**src/rtl/regfile_sb_if.sv**
```systemverilog
// Decoder/writeback-facing bus of the decode-stage register file.
// Latency: n/a (signal bundle only).
// Backpressure: none on the bus; hazards are reported through rd_busy, and ready gates use after reset.
//
// Signals:
//   rd_addr  : NUM_RD packed read addresses, port i at [i*ADDR_W +: ADDR_W]
//   rd_data  : NUM_RD packed registered read data, packed like rd_addr
//   rd_busy  : per-port registered scoreboard bit
//   wr_en/wr_addr/wr_data : writeback strobe, address and data
//   iss_en/iss_addr       : issue strobe and destination register
//   ready    : high once the post-reset clear sequence has finished
interface regfile_sb_if #(
    parameter int DATA_W = 32,
    parameter int ADDR_W = 5,
    parameter int NUM_RD = 2
) ();
    logic [NUM_RD*ADDR_W-1:0] rd_addr;
    logic [NUM_RD*DATA_W-1:0] rd_data;
    logic [NUM_RD-1:0]        rd_busy;
    logic                     wr_en;
    logic [ADDR_W-1:0]        wr_addr;
    logic [DATA_W-1:0]        wr_data;
    logic                     iss_en;
    logic [ADDR_W-1:0]        iss_addr;
    logic                     ready;

    modport master (
        output rd_addr, wr_en, wr_addr, wr_data, iss_en, iss_addr,
        input  rd_data, rd_busy, ready
    );

    modport slave (
        input  rd_addr, wr_en, wr_addr, wr_data, iss_en, iss_addr,
        output rd_data, rd_busy, ready
    );
endinterface

```
**src/rtl/regfile_sb.sv**
```systemverilog
// Decode-stage register file with write-first bypass, busy scoreboard and self-clearing init.
// Latency: 1 cycle from rd_addr to rd_data/rd_busy; init takes 2**ADDR_W cycles after reset.
// Backpressure: none; writes/issues are accepted every RUN cycle and ignored while ready is low.
//
// Ports:
//   clk   : single clock, everything updates on posedge
//   rst_n : synchronous active-low reset, restarts the clear sequence
//   bus   : regfile_sb_if slave modport (read ports, writeback, issue, ready)
module regfile_sb #(
    parameter int DATA_W   = 32,
    parameter int ADDR_W   = 5,
    parameter int NUM_RD   = 2,
    parameter bit ZERO_REG = 1'b1
) (
    input  logic         clk,
    input  logic         rst_n,
    regfile_sb_if.slave  bus
);
    localparam int DEPTH = 1 << ADDR_W;

    typedef enum logic {INIT, RUN} state_t;

    state_t              state, state_nxt;
    logic [ADDR_W-1:0]   clr_cnt, clr_cnt_nxt;
    logic [DATA_W-1:0]   regs [DEPTH];
    logic [DEPTH-1:0]    busy, busy_nxt;
    logic                wr_eff, iss_eff;
    logic [ADDR_W-1:0]   rd_addr_a [NUM_RD];
    logic [NUM_RD*DATA_W-1:0] rd_data_q, rd_data_nxt;
    logic [NUM_RD-1:0]   rd_busy_q, rd_busy_nxt;

    for (genvar g = 0; g < NUM_RD; g++) begin : g_addr
        assign rd_addr_a[g] = bus.rd_addr[g*ADDR_W +: ADDR_W];
    end

    // Register 0 is hard-wired when ZERO_REG is set, so its writes and issues
    // are dropped here and never reach the array, scoreboard or bypass.
    assign wr_eff  = (state == RUN) && bus.wr_en
                     && !(ZERO_REG && (bus.wr_addr == '0));
    assign iss_eff = (state == RUN) && bus.iss_en
                     && !(ZERO_REG && (bus.iss_addr == '0));

    // Next-state logic: INIT walks the clear counter across every address.
    always_comb begin
        state_nxt   = state;
        clr_cnt_nxt = clr_cnt;
        case (state)
            INIT: begin
                clr_cnt_nxt = clr_cnt + 1'b1;
                if (&clr_cnt) begin
                    state_nxt = RUN;
                end
            end
            RUN: begin
                state_nxt = RUN;
            end
            default: begin
                state_nxt = INIT;
            end
        endcase
    end

    // Scoreboard update: write clears first, issue sets after, so an issue and
    // write to the same register in one cycle leaves it busy.
    always_comb begin
        busy_nxt = busy;
        if (wr_eff) begin
            busy_nxt[bus.wr_addr] = 1'b0;
        end
        if (iss_eff) begin
            busy_nxt[bus.iss_addr] = 1'b1;
        end
    end

    // Read path: same-cycle writeback data wins over the array contents, and
    // the busy bit reported is the one after this cycle's write and issue.
    always_comb begin
        rd_data_nxt = '0;
        rd_busy_nxt = '0;
        if (state == RUN) begin
            for (int i = 0; i < NUM_RD; i++) begin
                if (!(ZERO_REG && (rd_addr_a[i] == '0))) begin
                    rd_data_nxt[i*DATA_W +: DATA_W] =
                        (wr_eff && (bus.wr_addr == rd_addr_a[i])) ? bus.wr_data
                                                                  : regs[rd_addr_a[i]];
                    rd_busy_nxt[i] = busy_nxt[rd_addr_a[i]];
                end
            end
        end
    end

    always_ff @(posedge clk) begin
        if (!rst_n) begin
            state     <= INIT;
            clr_cnt   <= '0;
            busy      <= '0;
            rd_data_q <= '0;
            rd_busy_q <= '0;
        end else begin
            state     <= state_nxt;
            clr_cnt   <= clr_cnt_nxt;
            busy      <= busy_nxt;
            rd_data_q <= rd_data_nxt;
            rd_busy_q <= rd_busy_nxt;
        end
    end

    // Array storage has no reset of its own; the INIT walk zeroes it instead.
    always_ff @(posedge clk) begin
        if (rst_n) begin
            if (state == INIT) begin
                regs[clr_cnt] <= '0;
            end else if (wr_eff) begin
                regs[bus.wr_addr] <= bus.wr_data;
            end
        end
    end

    assign bus.rd_data = rd_data_q;
    assign bus.rd_busy = rd_busy_q;
    assign bus.ready   = (state == RUN);

endmodule

```
**src/flat_wrapper.sv**
```systemverilog
// flat-port wrapper written by rule: the top's interface ports become plain ports
module regfile_sb_flat 
#(
    parameter int DATA_W   = 32,
    parameter int ADDR_W   = 5,
    parameter int NUM_RD   = 2,
    parameter bit ZERO_REG = 1'b1
)
  (clk, rst_n, bus_rd_addr, bus_wr_en, bus_wr_addr, bus_wr_data, bus_iss_en, bus_iss_addr, bus_rd_data, bus_rd_busy, bus_ready);
  regfile_sb_if #(.DATA_W(DATA_W), .ADDR_W(ADDR_W), .NUM_RD(NUM_RD)) bus_i ();
  input  logic clk;
  input  logic rst_n;
  input wire logic [$bits(bus_i.rd_addr)-1:0] bus_rd_addr;
  input wire logic [$bits(bus_i.wr_en)-1:0] bus_wr_en;
  input wire logic [$bits(bus_i.wr_addr)-1:0] bus_wr_addr;
  input wire logic [$bits(bus_i.wr_data)-1:0] bus_wr_data;
  input wire logic [$bits(bus_i.iss_en)-1:0] bus_iss_en;
  input wire logic [$bits(bus_i.iss_addr)-1:0] bus_iss_addr;
  output wire logic [$bits(bus_i.rd_data)-1:0] bus_rd_data;
  output wire logic [$bits(bus_i.rd_busy)-1:0] bus_rd_busy;
  output wire logic [$bits(bus_i.ready)-1:0] bus_ready;
  assign bus_i.rd_addr = bus_rd_addr;
  assign bus_i.wr_en = bus_wr_en;
  assign bus_i.wr_addr = bus_wr_addr;
  assign bus_i.wr_data = bus_wr_data;
  assign bus_i.iss_en = bus_iss_en;
  assign bus_i.iss_addr = bus_iss_addr;
  assign bus_rd_data = bus_i.rd_data;
  assign bus_rd_busy = bus_i.rd_busy;
  assign bus_ready = bus_i.ready;
  regfile_sb #(.DATA_W(DATA_W), .ADDR_W(ADDR_W), .NUM_RD(NUM_RD), .ZERO_REG(ZERO_REG)) u_core (.clk(clk), .rst_n(rst_n), .bus(bus_i));
endmodule
```
**config.mk**
```make
export PLATFORM = sky130hd
export DESIGN_NAME = regfile_sb_flat
export DESIGN_NICKNAME = d
export VERILOG_FILES = /design/src/rtl/regfile_sb_if.sv /design/src/rtl/regfile_sb.sv /design/src/flat_wrapper.sv
export SDC_FILE = /design/constraint.sdc
export NUM_CORES = 2
export LEC_CHECK = 0
export BUFFER_PORTS_ARGS = -buffer_cell sky130_fd_sc_hd__buf_2
export CAP_MARGIN = 0
export CORE_MARGIN = 3
export CORE_UTILIZATION = 55
export DETAILED_ROUTE_END_ITERATION = 16
export PLACE_DENSITY = 0.74
export SETUP_SLACK_MARGIN = 0.05
export SLEW_MARGIN = 25
export SYNTH_ARGS = -nofsm -noshare
export SYNTH_HDL_FRONTEND = slang
export SYNTH_SLANG_ARGS = --single-unit
export TNS_END_PERCENT = 10
```
**constraint.sdc**
```tcl
create_clock -name clk -period 4.2 [get_ports clk]
set_input_delay 1.26 -clock clk [delete_from_list [all_inputs] [get_ports clk]]
set_output_delay 1.26 -clock clk [all_outputs]
set_load 0.03 [all_outputs]
```
==> summary.md <==
| Metric | Value |
|---|---|
| Status | `complete, no violations` |
| Syn Area/Cell | `20.01 um2` |
| # fillers | `6,072` |
| Seq cells post-synth | `1,128` |
| Mapped Cells | `2,590` |
| Fmax | `0.2885 GHz` |
| Num rows | `111` |
| Top-area cell type share of the netlist area | `59.33%` |
| Syn nets | `2,648` |
| VDD IR-drop max | `0.0003180 V` |
| Via density | `7.280` |
| Mapped cell area | `51,830 um2` |
| Smallest hold slack | `0.4848 ns` |
| Final antenna-violating net count | `0` |
| CTS tree | `built` |
| Number of global-route vias before repair | `31.22k` |
| Total grt overflow | `0` |
| RSZ-0062 raised after global routing | `false` |
| Slew Viols, Final | `0` |
| EDFF count, synth | `1,024` |
| Rel. slew slack | `32.89%` |
| Hold buffers post-CTS | `0` |
| Fraction of registers with async set/reset | `0%` |
| CTS resizes | `0` |
| Place WS | `0.1443 ns` |
| Max Root-Sink Buffers | `3` |
| Worst path bufs/invs | `2` |
| Routed wire length | `148,600 um` |
| Sink Count | `1,128` |
| Period utilization | `82.54%` |
| Area contributors post-synth | `edfxtp_1 (59%), mux4_2 (28%), dfxtp_1 (4.0%)` |
| Crit. End Element | `flop` |
| First-pass GRT wire length | `216,600 um` |
| Share of layout cells above drive strength 1 | `41.81%` |
| Top Ports | `123` |
| Drt drc | `0` |
| H-tree levels | `3` |
| Area Overhead vs Synth | `14.75%` |
| Synth cell count leaders | `edfxtp_1 (1,024), mux4_2 (646), nand2_1 (149)` |
| CP max stage cell | `o311ai_0` |
| Adder-cell share of the synthesized area | `0.04828%` |
| CP Launch Type | `primary input` |
| Most used flip-flop cell after synthesis | `edfxtp_1` |
| Later-pin clock latency in the skew report | `0.70 ns` |
| Design area | `59,480 um2` |
| Synth Area in Compound Gates | `2.807%` |
| Multi-input logic area | `18,270 um2` |
| Max-cap viol count | `0` |
| CP max FO | `15` |
| Post-Synth XOR/XNOR Area | `0.1859%` |
| Synth Area in Simple Gates | `2.631%` |
| First-pass DRT Iterations | `7` |
| Post-synth cell types | `56` |
| Worst-path cell chain | `buf_2 -> or3_4 -> o311ai_0 -> a32oi_1 -> xnor2_1 -> nor4_4 -> buf_4 -> a21oi_1 -> a211oi_1` |
| Port bufs | `122` |
| Fin. Hold Viols | `0` |
| Dpl hpwl | `90,360 um` |
| Post-route setup TNS | `0 ns` |
| Dpl cells | `3,932` |
| Core Util, Final | `64.30%` |
| Post-synthesis mux area share | `29.03%` |
| Total setup buffers inserted after CTS | `0` |
| Placer congestion estimate | `0.8708` |
| Worst-Margin Slew | `1.006 ns` |
| CTS buffer count | `112` |
| Power Total | `23.93 mW` |
| Reg clk slew, reported paths | `0.06 ns` |
| Tmin final | `3.467 ns` |
| CTS Root Cell | `clkbuf_16` |
| Die Span Y | `313.0 um` |
| Finished Layout Cells | `4,142` |
| Final worst slack | `0.7335 ns` |
| Tot GR Track Use | `30.79%` |
| CP top delay family | `compound AO/OA/AOI/OAI gates` |
| Die area | `97,960 um2` |
| First-iteration detailed-routing DRC count | `4,340` |
| Data required, critical path | `4.78 ns` |
| Worst Path Arrival | `4.05 ns` |
| Seq/Total Area, Yosys | `63.34%` |
| Synth area leader | `edfxtp_1` |
| CP peak stage delay | `0.53 ns` |
| Final Setup Violations | `0` |
| Initial antenna violation count | `3` |
| Initial Util | `56.04%` |
| N_diodes | `0` |
| Register Area | `32,830 um2` |
| Crit Path Class | `in2reg` |
| Drt wl/cell | `35.88 um` |
| Largest family of logic cells by synthesized area | `multiplexers` |
| Die X | `313.0 um` |
| Pin count of the biggest net entering global routing | `73` |
| Via count | `30.16k` |
| PD cells | `402.4 nW/um2` |
| CORE AREA | `92,500 um2` |
| Pleak | `19.98 nW` |
| Top-count cell post-synth | `edfxtp_1` |
| Final #Nets | `2,861` |
| Hold crit path type | `reg2reg` |
| Layout Skew | `0.01791 ns` |
| Placed Area | `55,690 um2` |
| Ys Warns | `0` |
[per-layer routing]
layer,wire (um),track usage [%],up-vias
li1,-,-,11540
met1,52220,41.81,15910
met2,72200,48.87,2301
met3,18180,7.881,408
met4,6012,11.53,0
met5,0,0,-
[state kept, by name (all words and copies together) (netlist names)]
name,count
u_core.regs,1024
u_core.bus.rd_busy,2
u_core.clr_cnt,5
u_core.bus.rd_data,64
u_core.busy,32
u_core.bus.ready,1
[logic make-up (layout without fill, tap and decap cells)]
| family | count (synthesis) | after routing |
|---|---|---|
| flip-flops | 1128 | 1128 |
| multiplexers | 689 | 689 |
| buffers and inverters | 240 | 549 |
| XOR/XNOR | 11 | 11 |
| adder cells (fa/ha/maj) | 2 | 2 |
| AND/OR/NAND/NOR | 288 | 288 |
| AO/OA/AOI/OAI | 232 | 232 |
[worst reg2reg max path: stages, from the launching register on]
cell and delay (ns):
dfxtp_1 0.60, and2_1 0.24, o311a_4 0.36, buf_4 0.53, nand2_1 0.34, inv_1 0.78
[layout make-up]
cell class                 count  area share (%)
clock buffer                 147           5.152
clock inverter                63           1.212
inverter                      36          0.2356
multi-input combinational   1222           30.71
sequential                  1128           55.20
tap                         1243           2.615
timing repair buffer         303           4.870
[final timing paths]
path / cells past startpoint / to / slack (ns) / start
worst max register to register: 5 / u_core.regs[7][26] / 0.99 / u_core.bus.ready
worst max-delay path: 9 / u_core.bus.rd_data[53] / 0.73 / bus_wr_addr[4]
worst min-delay path: 1 / u_core.busy[0] / 0.48 / u_core.busy[0]
worst min register to register: 1 / u_core.busy[0] / 0.48 / u_core.busy[0]
[cells in the final DEF (no fill, tap or decap), drive strengths merged, types with 2 or more instances in the layout]
cell         n
nor3         2
buf        303
nand4b       3
a311oi       3
a21oi       72
o21ai       62
o211ai       4
clkinvlp     6
or3b         3
nand3b       6
and3         2
and2        37
xnor2       11
nand2      149
nor4         3
mux4       646
mux2i        8
nand4        4
mux2        35
nor2        46
or3          2
o21a         3
o22ai        4
bufinv      13
a211oi      65
nand3       10
a32oi        3
inv         39
nor2b       10
clkinv      41
nand2b       8
edfxtp    1024
dfxtp      104
ha           2
clkbuf     147
o221ai       2
a22oi        4
[report_power, final]
part           leakage, nW  switching, mW  internal (mW)
Clock                 1.85           4.32           5.95
Sequential            11.0         0.0358           12.1
Combinational         7.09          0.838          0.654
Note: power is estimated with default switching activity, not from simulation.
